==> src/rtl/line_sweep_controller.sv <==
// line_sweep_controller
//   Sequences the line drawer so a radial line from the fixed point (CX,CY)
//   sweeps clockwise around a rectangle. Each step draws the line, holds it
//   for HOLD_CYCLES, erases it, then advances the far endpoint along the
//   rectangle perimeter by STEP pixels.
//
// Ports
//   clk     system clock (CLOCK_50 domain)
//   reset   synchronous, active-high
//   enable  run request, level-sensitive; dropping it lets the current
//           draw/hold/erase finish and advance before going idle
//   done    drawer finished the current line
//   start   one-cycle pulse: drawer latches endpoints and begins
//   x0,y0   near endpoint, constant (CX,CY)
//   x1,y1   far endpoint on the rectangle perimeter
//   color   1 = draw, 0 = erase
//   busy    high whenever the sequencer is not idle
//   laps    completed perimeter circuits, wraps 255 -> 0
module line_sweep_controller #(
    parameter int CX          = 320,
    parameter int CY          = 240,
    parameter int LEFT        = 160,
    parameter int RIGHT       = 480,
    parameter int TOP         = 80,
    parameter int BOTTOM      = 400,
    parameter int STEP        = 8,
    parameter int HOLD_CYCLES = 1000000
) (
    input  logic       clk,
    input  logic       reset,
    input  logic       enable,
    input  logic       done,
    output logic       start,
    output logic [9:0] x0,
    output logic [8:0] y0,
    output logic [9:0] x1,
    output logic [8:0] y1,
    output logic       color,
    output logic       busy,
    output logic [7:0] laps
);

    localparam int HW = (HOLD_CYCLES > 1) ? $clog2(HOLD_CYCLES) : 1;

    typedef enum logic [2:0] {
        IDLE, DRAW_START, DRAW_WAIT, HOLD, ERASE_START, ERASE_WAIT, ADVANCE
    } state_t;

    typedef enum logic [1:0] {
        TOP_EDGE, RIGHT_EDGE, BOTTOM_EDGE, LEFT_EDGE
    } side_t;

    state_t        state, state_n;
    side_t         side, side_n;
    logic [HW-1:0] hold_cnt;
    logic          wait_first;   // first WAIT cycle: done may still be left over from the previous line
    logic [9:0]    x1_n;
    logic [8:0]    y1_n;
    logic          lap_inc;

    // Widened by one bit so stepping past the bounds never wraps.
    logic [10:0] x_up;
    logic [9:0]  y_up;
    assign x_up = {1'b0, x1} + 11'(STEP);
    assign y_up = {1'b0, y1} + 10'(STEP);

    // Next-state logic
    always_comb begin
        state_n = state;
        case (state)
            IDLE:        if (enable) state_n = DRAW_START;
            DRAW_START:  state_n = DRAW_WAIT;
            DRAW_WAIT:   if (done && !wait_first) state_n = HOLD;
            HOLD:        if (hold_cnt == '0) state_n = ERASE_START;
            ERASE_START: state_n = ERASE_WAIT;
            ERASE_WAIT:  if (done && !wait_first) state_n = ADVANCE;
            ADVANCE:     state_n = enable ? DRAW_START : IDLE;
            default:     state_n = IDLE;
        endcase
    end

    // Perimeter walk: next far endpoint, applied only in ADVANCE.
    // Reaching or passing a corner clamps to it and turns the corner.
    always_comb begin
        x1_n    = x1;
        y1_n    = y1;
        side_n  = side;
        lap_inc = 1'b0;
        case (side)
            TOP_EDGE: begin
                if (x_up >= 11'(RIGHT)) begin
                    x1_n   = 10'(RIGHT);
                    side_n = RIGHT_EDGE;
                end else begin
                    x1_n = x_up[9:0];
                end
            end
            RIGHT_EDGE: begin
                if (y_up >= 10'(BOTTOM)) begin
                    y1_n   = 9'(BOTTOM);
                    side_n = BOTTOM_EDGE;
                end else begin
                    y1_n = y_up[8:0];
                end
            end
            BOTTOM_EDGE: begin
                // x1 - STEP <= LEFT, rearranged so it cannot underflow
                if ({1'b0, x1} <= 11'(LEFT + STEP)) begin
                    x1_n   = 10'(LEFT);
                    side_n = LEFT_EDGE;
                end else begin
                    x1_n = x1 - 10'(STEP);
                end
            end
            default: begin
                if ({1'b0, y1} <= 10'(TOP + STEP)) begin
                    y1_n    = 9'(TOP);
                    side_n  = TOP_EDGE;
                    lap_inc = 1'b1;
                end else begin
                    y1_n = y1 - 9'(STEP);
                end
            end
        endcase
    end

    always_ff @(posedge clk) begin
        if (reset) begin
            state      <= IDLE;
            side       <= TOP_EDGE;
            start      <= 1'b0;
            color      <= 1'b0;
            busy       <= 1'b0;
            laps       <= 8'd0;
            x0         <= 10'(CX);
            y0         <= 9'(CY);
            x1         <= 10'(LEFT);
            y1         <= 9'(TOP);
            hold_cnt   <= '0;
            wait_first <= 1'b0;
        end else begin
            state      <= state_n;
            x0         <= 10'(CX);
            y0         <= 9'(CY);
            // Outputs are decoded from next state so they line up with the state register.
            start      <= (state_n == DRAW_START) || (state_n == ERASE_START);
            busy       <= (state_n != IDLE);
            wait_first <= (state == DRAW_START) || (state == ERASE_START);
            if (state_n == DRAW_START)
                color <= 1'b1;
            else if (state_n == ERASE_START)
                color <= 1'b0;

            if (state == DRAW_WAIT && state_n == HOLD)
                hold_cnt <= HW'(HOLD_CYCLES - 1);
            else if (state == HOLD && hold_cnt != '0)
                hold_cnt <= hold_cnt - 1'b1;

            // Endpoint only moves after the erase, so x1/y1 stay put across
            // the whole draw/hold/erase of one step.
            if (state == ADVANCE) begin
                x1   <= x1_n;
                y1   <= y1_n;
                side <= side_n;
                if (lap_inc)
                    laps <= laps + 8'd1;
            end
        end
    end

endmodule

==> config.mk <==
export PLATFORM = sky130hd
export DESIGN_NAME = line_sweep_controller
export DESIGN_NICKNAME = d
export VERILOG_FILES = /design/src/rtl/line_sweep_controller.sv
export SDC_FILE = /design/constraint.sdc
export NUM_CORES = 1
export LEC_CHECK = 0
export ABC_CLOCK_PERIOD_IN_PS = 2050
export BUFFER_PORTS_ARGS = -buffer_cell sky130_fd_sc_hd__buf_2
export CAP_MARGIN = 20
export CORE_MARGIN = 4
export CORE_UTILIZATION = 50
export DETAILED_ROUTE_END_ITERATION = 10
export GPL_TIMING_DRIVEN = 0
export MAX_ROUTING_LAYER = met4
export PLACE_DENSITY = 0.75
export SETUP_SLACK_MARGIN = 0.02
export SYNTH_ARGS = -nofsm -noshare
export SYNTH_HDL_FRONTEND = slang
export SYNTH_SLANG_ARGS = --single-unit
==> constraint.sdc <==
create_clock -name clk -period 2.05 [get_ports clk]
set_clock_uncertainty 0.15 [all_clocks]
set_input_delay 0.1025 -clock clk [delete_from_list [all_inputs] [get_ports clk]]
set_output_delay 0.1025 -clock clk [all_outputs]
set_load 0.02 [all_outputs]
# == Word level (Yosys, flattened, before mapping) ==
# Cells that the tools add are included.
# word_totals
regBits,56
out_inout_bits,49
# classes
addsub,6
magnitude_cmp,4
n_eq_ne,14
muxes,23
n_bitwise,1
n_reduce_logical,22
# ops
operator,n
20-bit 2-to-1 mux,2
3-bit case mux with 7 select lines,1
20-bit zero test,1
10-bit 2-to-1 mux,2
10-bit case mux with 2 select lines,1
20-bit nonzero test,1
20-bit by 1-bit subtractor with 20-bit output (second input constant),1
9-bit 2-to-1 mux,2
9-bit case mux with 2 select lines,1
3-bit == test (second input constant),4
3-bit 2-to-1 mux,4
10-bit by 4-bit adder with 11-bit output (second input constant),1
11-bit by 9-bit greater-or-equal comparator with 1-bit output (second input constant),1
9-bit by 4-bit adder with 10-bit output (second input constant),1
10-bit by 9-bit greater-or-equal comparator with 1-bit output (second input constant),1
10-bit by 8-bit less-or-equal comparator with 1-bit output (second input constant),1
10-bit by 4-bit subtractor with 10-bit output (second input constant),1
3-bit by 2-bit == test with 1-bit output (second input constant),3
9-bit by 7-bit less-or-equal comparator with 1-bit output (second input constant),1
9-bit by 4-bit subtractor with 9-bit output (second input constant),1
8-bit by 1-bit adder with 8-bit output (second input constant),1
2-bit 2-to-1 mux,4
3-bit by 1-bit == test with 1-bit output (second input constant),2
2-bit inequality test (second input constant),3
17 further kinds,29

# == Logic depth before layout (Yosys ltp) ==
# logic_depth
word_depth,7
depth_mapped,9

# == Least setup slack after synthesis ==
# OpenSTA, ideal clock, no wires.
# synth_path
path_type,register to register
from,register x1[4]
to,register x1[5]
setup_time_ps,124
arrival_ps,2042
path_slack_ps,-266
stages_incl_launch_ff,8
period_less_slack_ps,2316
cell_sequence,dfxtp_1 > ha_1 > or2_1 > mux2_2 > a2bb2oi_1 > nor2_1 > a31oi_1 > a2111o_1
# synth_via
elab_chain_len,4
word_cells_on_any_way,7
classes_between,add/sub (2); order compare (2); mux (3)
# synth_rtl
item,line,source
from (decl),36,"output logic [9:0] x1,"
from (signal assigned),137,x1 <= 10'(LEFT);
from (signal assigned),162,x1 <= x1_n;
10-bit by 4-bit adder with 11-bit output,64,"assign x_up = {1'b0, x1} + 11'(STEP);"
11-bit by 9-bit greater-or-equal comparator with 1-bit output,91,if (x_up >= 11'(RIGHT)) begin
10-bit 2-to-1 mux,91,
10-bit case mux with 2 select lines (*),89,case (side)
# Every way passes the cells marked *; elsewhere a longest branch is shown, timed or not.
# A chain may end at the register's enable or synchronous reset.

# == Final worst setup path ==
# layout_path
from,register hold_cnt[0]
to,register hold_cnt[0]
# layout_via
elab_chain_len,6
word_cells_on_any_way,11
classes_between,add/sub (1); eq/ne (1); mux (4); reduce/logical (5)
# layout_rtl
item,line,source
from (decl),55,logic [HW-1:0] hold_cnt;
from (signal assigned),155,hold_cnt <= HW'(HOLD_CYCLES - 1);
from (signal assigned),157,hold_cnt <= hold_cnt - 1'b1;
"parallel branches: the longest is 6 deep, another holds 20-bit by 1-bit subtractor with 20-bit output",-,
# Several ways; the timed one is not identified. The select of a mux whose other input is x is not followed.

==> run_results.csv <==
group,metric,value,unit
sta,period_needed,2210,ps
clocking,clk_latency,320,ps
floorplanning,die_y,87.8,µm
critical_path,r2r_slack,-160,ps
sta,layout_setup_ws,-159,ps
layout,synthToLayoutAreaGrowth,36.3,%
synth,synth.cell_area,3180,µm²
drt,via_per_inst,5.75,
power,power,0.00252,W
power,vdd_drop_max,0.652,mV
clocking,cts.clk_slew.worst_paths,100,ps
placed_design,dp_hpwl,5.25,mm
floorplanning,rows,28,
clocking,cts_tree,"yes",
global_routing,grt_pass1_wl,14.0,mm
synth,synth_top_area_cell,"dfxtp_1",
critical_path,arrival,2240,ps
critical_path,worstPathMaxFanout,6,
run_status,status,"complete, but fails checks",
global_routing,grt_pass1_vias,2983,
floorplanning,die_area,7700,µm²
synth,synthTopCellsByArea,"dfxtp_1 (31%), a21oi_1 (6.0%), buf_4 (5.9%)",
placed_design,place.gp.congestion,0.835,
synth,yosys_warnings,0,
sta,finalSetupViolations,23,
critical_path,required,2090,ps
global_routing,antenna_found_initial,0,
critical_path,endpoint_kind,"flip-flop",
layout,finalNonFillerCells,573,
synth,postSynth.asyncResetShare,0,
clocking,clock-sinks,50,
sta,rsz0062_at_grt,"yes",
synth,netlist_instances,407,
synth,seq_area_frac_synth,0.315,
critical_path,setup.worst_path.class,"flip-flop to flip-flop",
sta,period_share,1.08,
clocking,cts_buffers,5,
synth,synth_edf_count,0,
sta,holdWs,85.7,ps
synth,avgSynthCellArea,7.81,µm²
drt,drc,0,
synth,yosysTopAreaCellShare,0.315,
layout,fill_cells,446,
layout,fin_nets,513,
floorplanning,die_x,87.8,µm
sta,worstMarginPinSlew,603,ps
drt,ant_nets,0,
sta,relSlewSlack,0.598,
floorplanning,boundaryPins,53,
flow_run,drv_cap,0,
power,power_leakage,1.70,nW
layout,antenna_cells,0,
floorplanning,initial_core_util,0.525,
layout,drive_above_1_share,0.378,
synth,synth-seq-cells,50,
layout,utilization,0.716,
synth,synthDistinctLibCells,67,
global_routing,grt_usage,0.230,
sta,max_freq,0.453,GHz
placed_design,port_buffers,26,
power,power_density,581,nW/µm²
drt,routedWlPerCell,15.6,µm
clocking,htreeDepth,2,
drt,wirelength,8.97,mm
critical_path,crit_path_start_kind,"flip-flop",
floorplanning,coreArea,6060,µm²
worst_hold_path,hp-class,"primary input to flip-flop",
placed_design,dp.cells,531,
drt,firstDrtPassIters,5,
placed_design,dp_slack,-413,ps
run_status,violations,"setup timing",
synth,synthFlopType,"dfxtp_1",
clocking,cts_buffer_depth,2,
sta,finalHoldViolCount,0,
clocking,clockRootBuffer,"clkbuf_8",
global_routing,overflow,0,
global_routing,grt_max_degree,19,
drt,first_iter_violations,327,
sta,slew_violations,0,
drt,num_vias,3295,
-- Yosys cell counts, drive strengths merged, types with 3 or more instances --
cell     n
nand3b   3
a211oi   7
xor2    10
nand3   10
or3      8
and3     7
ha      12
clkbuf  18
nor2    42
dfxtp   50
nand2b   4
xnor2   13
a31oi    3
nor4    11
or2      3
inv     17
nand4    9
a21oi   38
o211ai   3
o21ai   17
nor3    17
buf     31
and2     3
nand2   29
-- kinds of logic (layout without fill, tap and decap cells) --
kind of cell,count (synthesis),in the layout,share of synthesized area
other,2,25,0.00236
buffers and inverters,66,134,0.109
and+or+nand+nor,159,159,0.270
DFF,50,50,0.315
xor gates and xnor gates,23,23,0.0633
AOI/OAI and AO/OA,93,93,0.186
muxes,2,2,0.00669
adders and majority gates,12,12,0.0472
-- sequential cells by signal, indices dropped and copies added, names as in the netlist --
signal and count:
busy 1, color 1, hold_cnt 20, laps 8, side 2, start 1, state 3, wait_first 1
x1 7, y1 6
-- where the power goes --
| part | leakage [nW] | switching, W | internal [W] | total [W] |
|---|---|---|---|---|
| logic | 1.24 | 0.000424 | 0.000358 | 0.000783 |
| registers | 0.412 | 0.0000733 | 0.00102 | 0.00110 |
| clock network | 0.0495 | 0.000385 | 0.000255 | 0.000640 |
-- per-layer routing --
layer,track usage,vias up,part of all wire
met1,0.300,1556,0.43
met4,0.0683,0,0.012
met3,0.0414,15,0.068
li1,-,1586,-
met5,-,-,0
met2,0.363,138,0.49
-- critical path, stage by stage (launching register included) --
cell,delay [ps]
dfxtp_2,350
inv_2,80
buf_4,140
ha_1,140
nor3b_4,210
nand4_1,160
buf_6,180
buf_4,140
o21ai_4,170
buf_4,150
xnor2_1,120
a21oi_1,90
-- placed cells by master, fill, tap and decap left out, drive strengths merged, types with 2 or more instances in the layout --
| cell | n |
|---|---|
| clkbuf | 20 |
| conb | 25 |
| buf | 93 |
| nor2 | 42 |
| nand2b | 4 |
| xnor2 | 13 |
| a21bo | 2 |
| xor2 | 10 |
| nor3 | 17 |
| o211ai | 3 |
| nand4 | 9 |
| and2 | 3 |
| or2 | 3 |
| nand3 | 10 |
| o21ai | 17 |
| a211oi | 7 |
| inv | 20 |
| nor4 | 11 |
| a21oi | 38 |
| dfxtp | 50 |
| a41oi | 2 |
| nand2 | 29 |
| ha | 12 |
| nor4b | 2 |
| or3 | 8 |
| o311a | 2 |
| nor3b | 2 |
| o31ai | 2 |
| or4 | 2 |
| a31oi | 3 |
| nand4b | 2 |
| nand3b | 3 |
| and3 | 7 |
-- worst paths after layout --
check	startpoint	to	cells past startpoint
worst max-delay path	hold_cnt[0]	hold_cnt[0]	11
worst min-delay path	done	state[0]	4
worst max register to register	hold_cnt[0]	hold_cnt[0]	11
worst min register to register	color	color	2
-- final cells by class --
type | count | area [µm²] | share of cell area
Multi-Input combinational cell | 314 | 2310 | 0.533
Clock buffer | 5 | 68.8 | 0.0159
Buffer | 45 | 304 | 0.0701
Tap cell | 75 | 93.8 | 0.0216
Inverter | 17 | 66.3 | 0.0153
Timing Repair Buffer | 64 | 437 | 0.101
Sequential cell | 50 | 1030 | 0.237
Clock inverter | 3 | 26.3 | 0.00606
-- metrics by stage --
step	area, µm²	setup TNS [ps]
finish	4340	-1460
CTS	4030	-702
floorplan	3310	-18.6
global placement	3530	-3210
global route	4340	-4260
detailed placement	3530	-4470
-- what timing repair did --
action                                 in CTS  in global routing
setup endpoints to repair                  40                 38
hold buffers                                1                  0
endpoints found under the hold margin       1                  0
buffers inserted                           29                  8
resized for setup                          49                 68
pin swaps                                  26                 28
gates cloned                                0                  0
(Power assumes the default switching activity.)
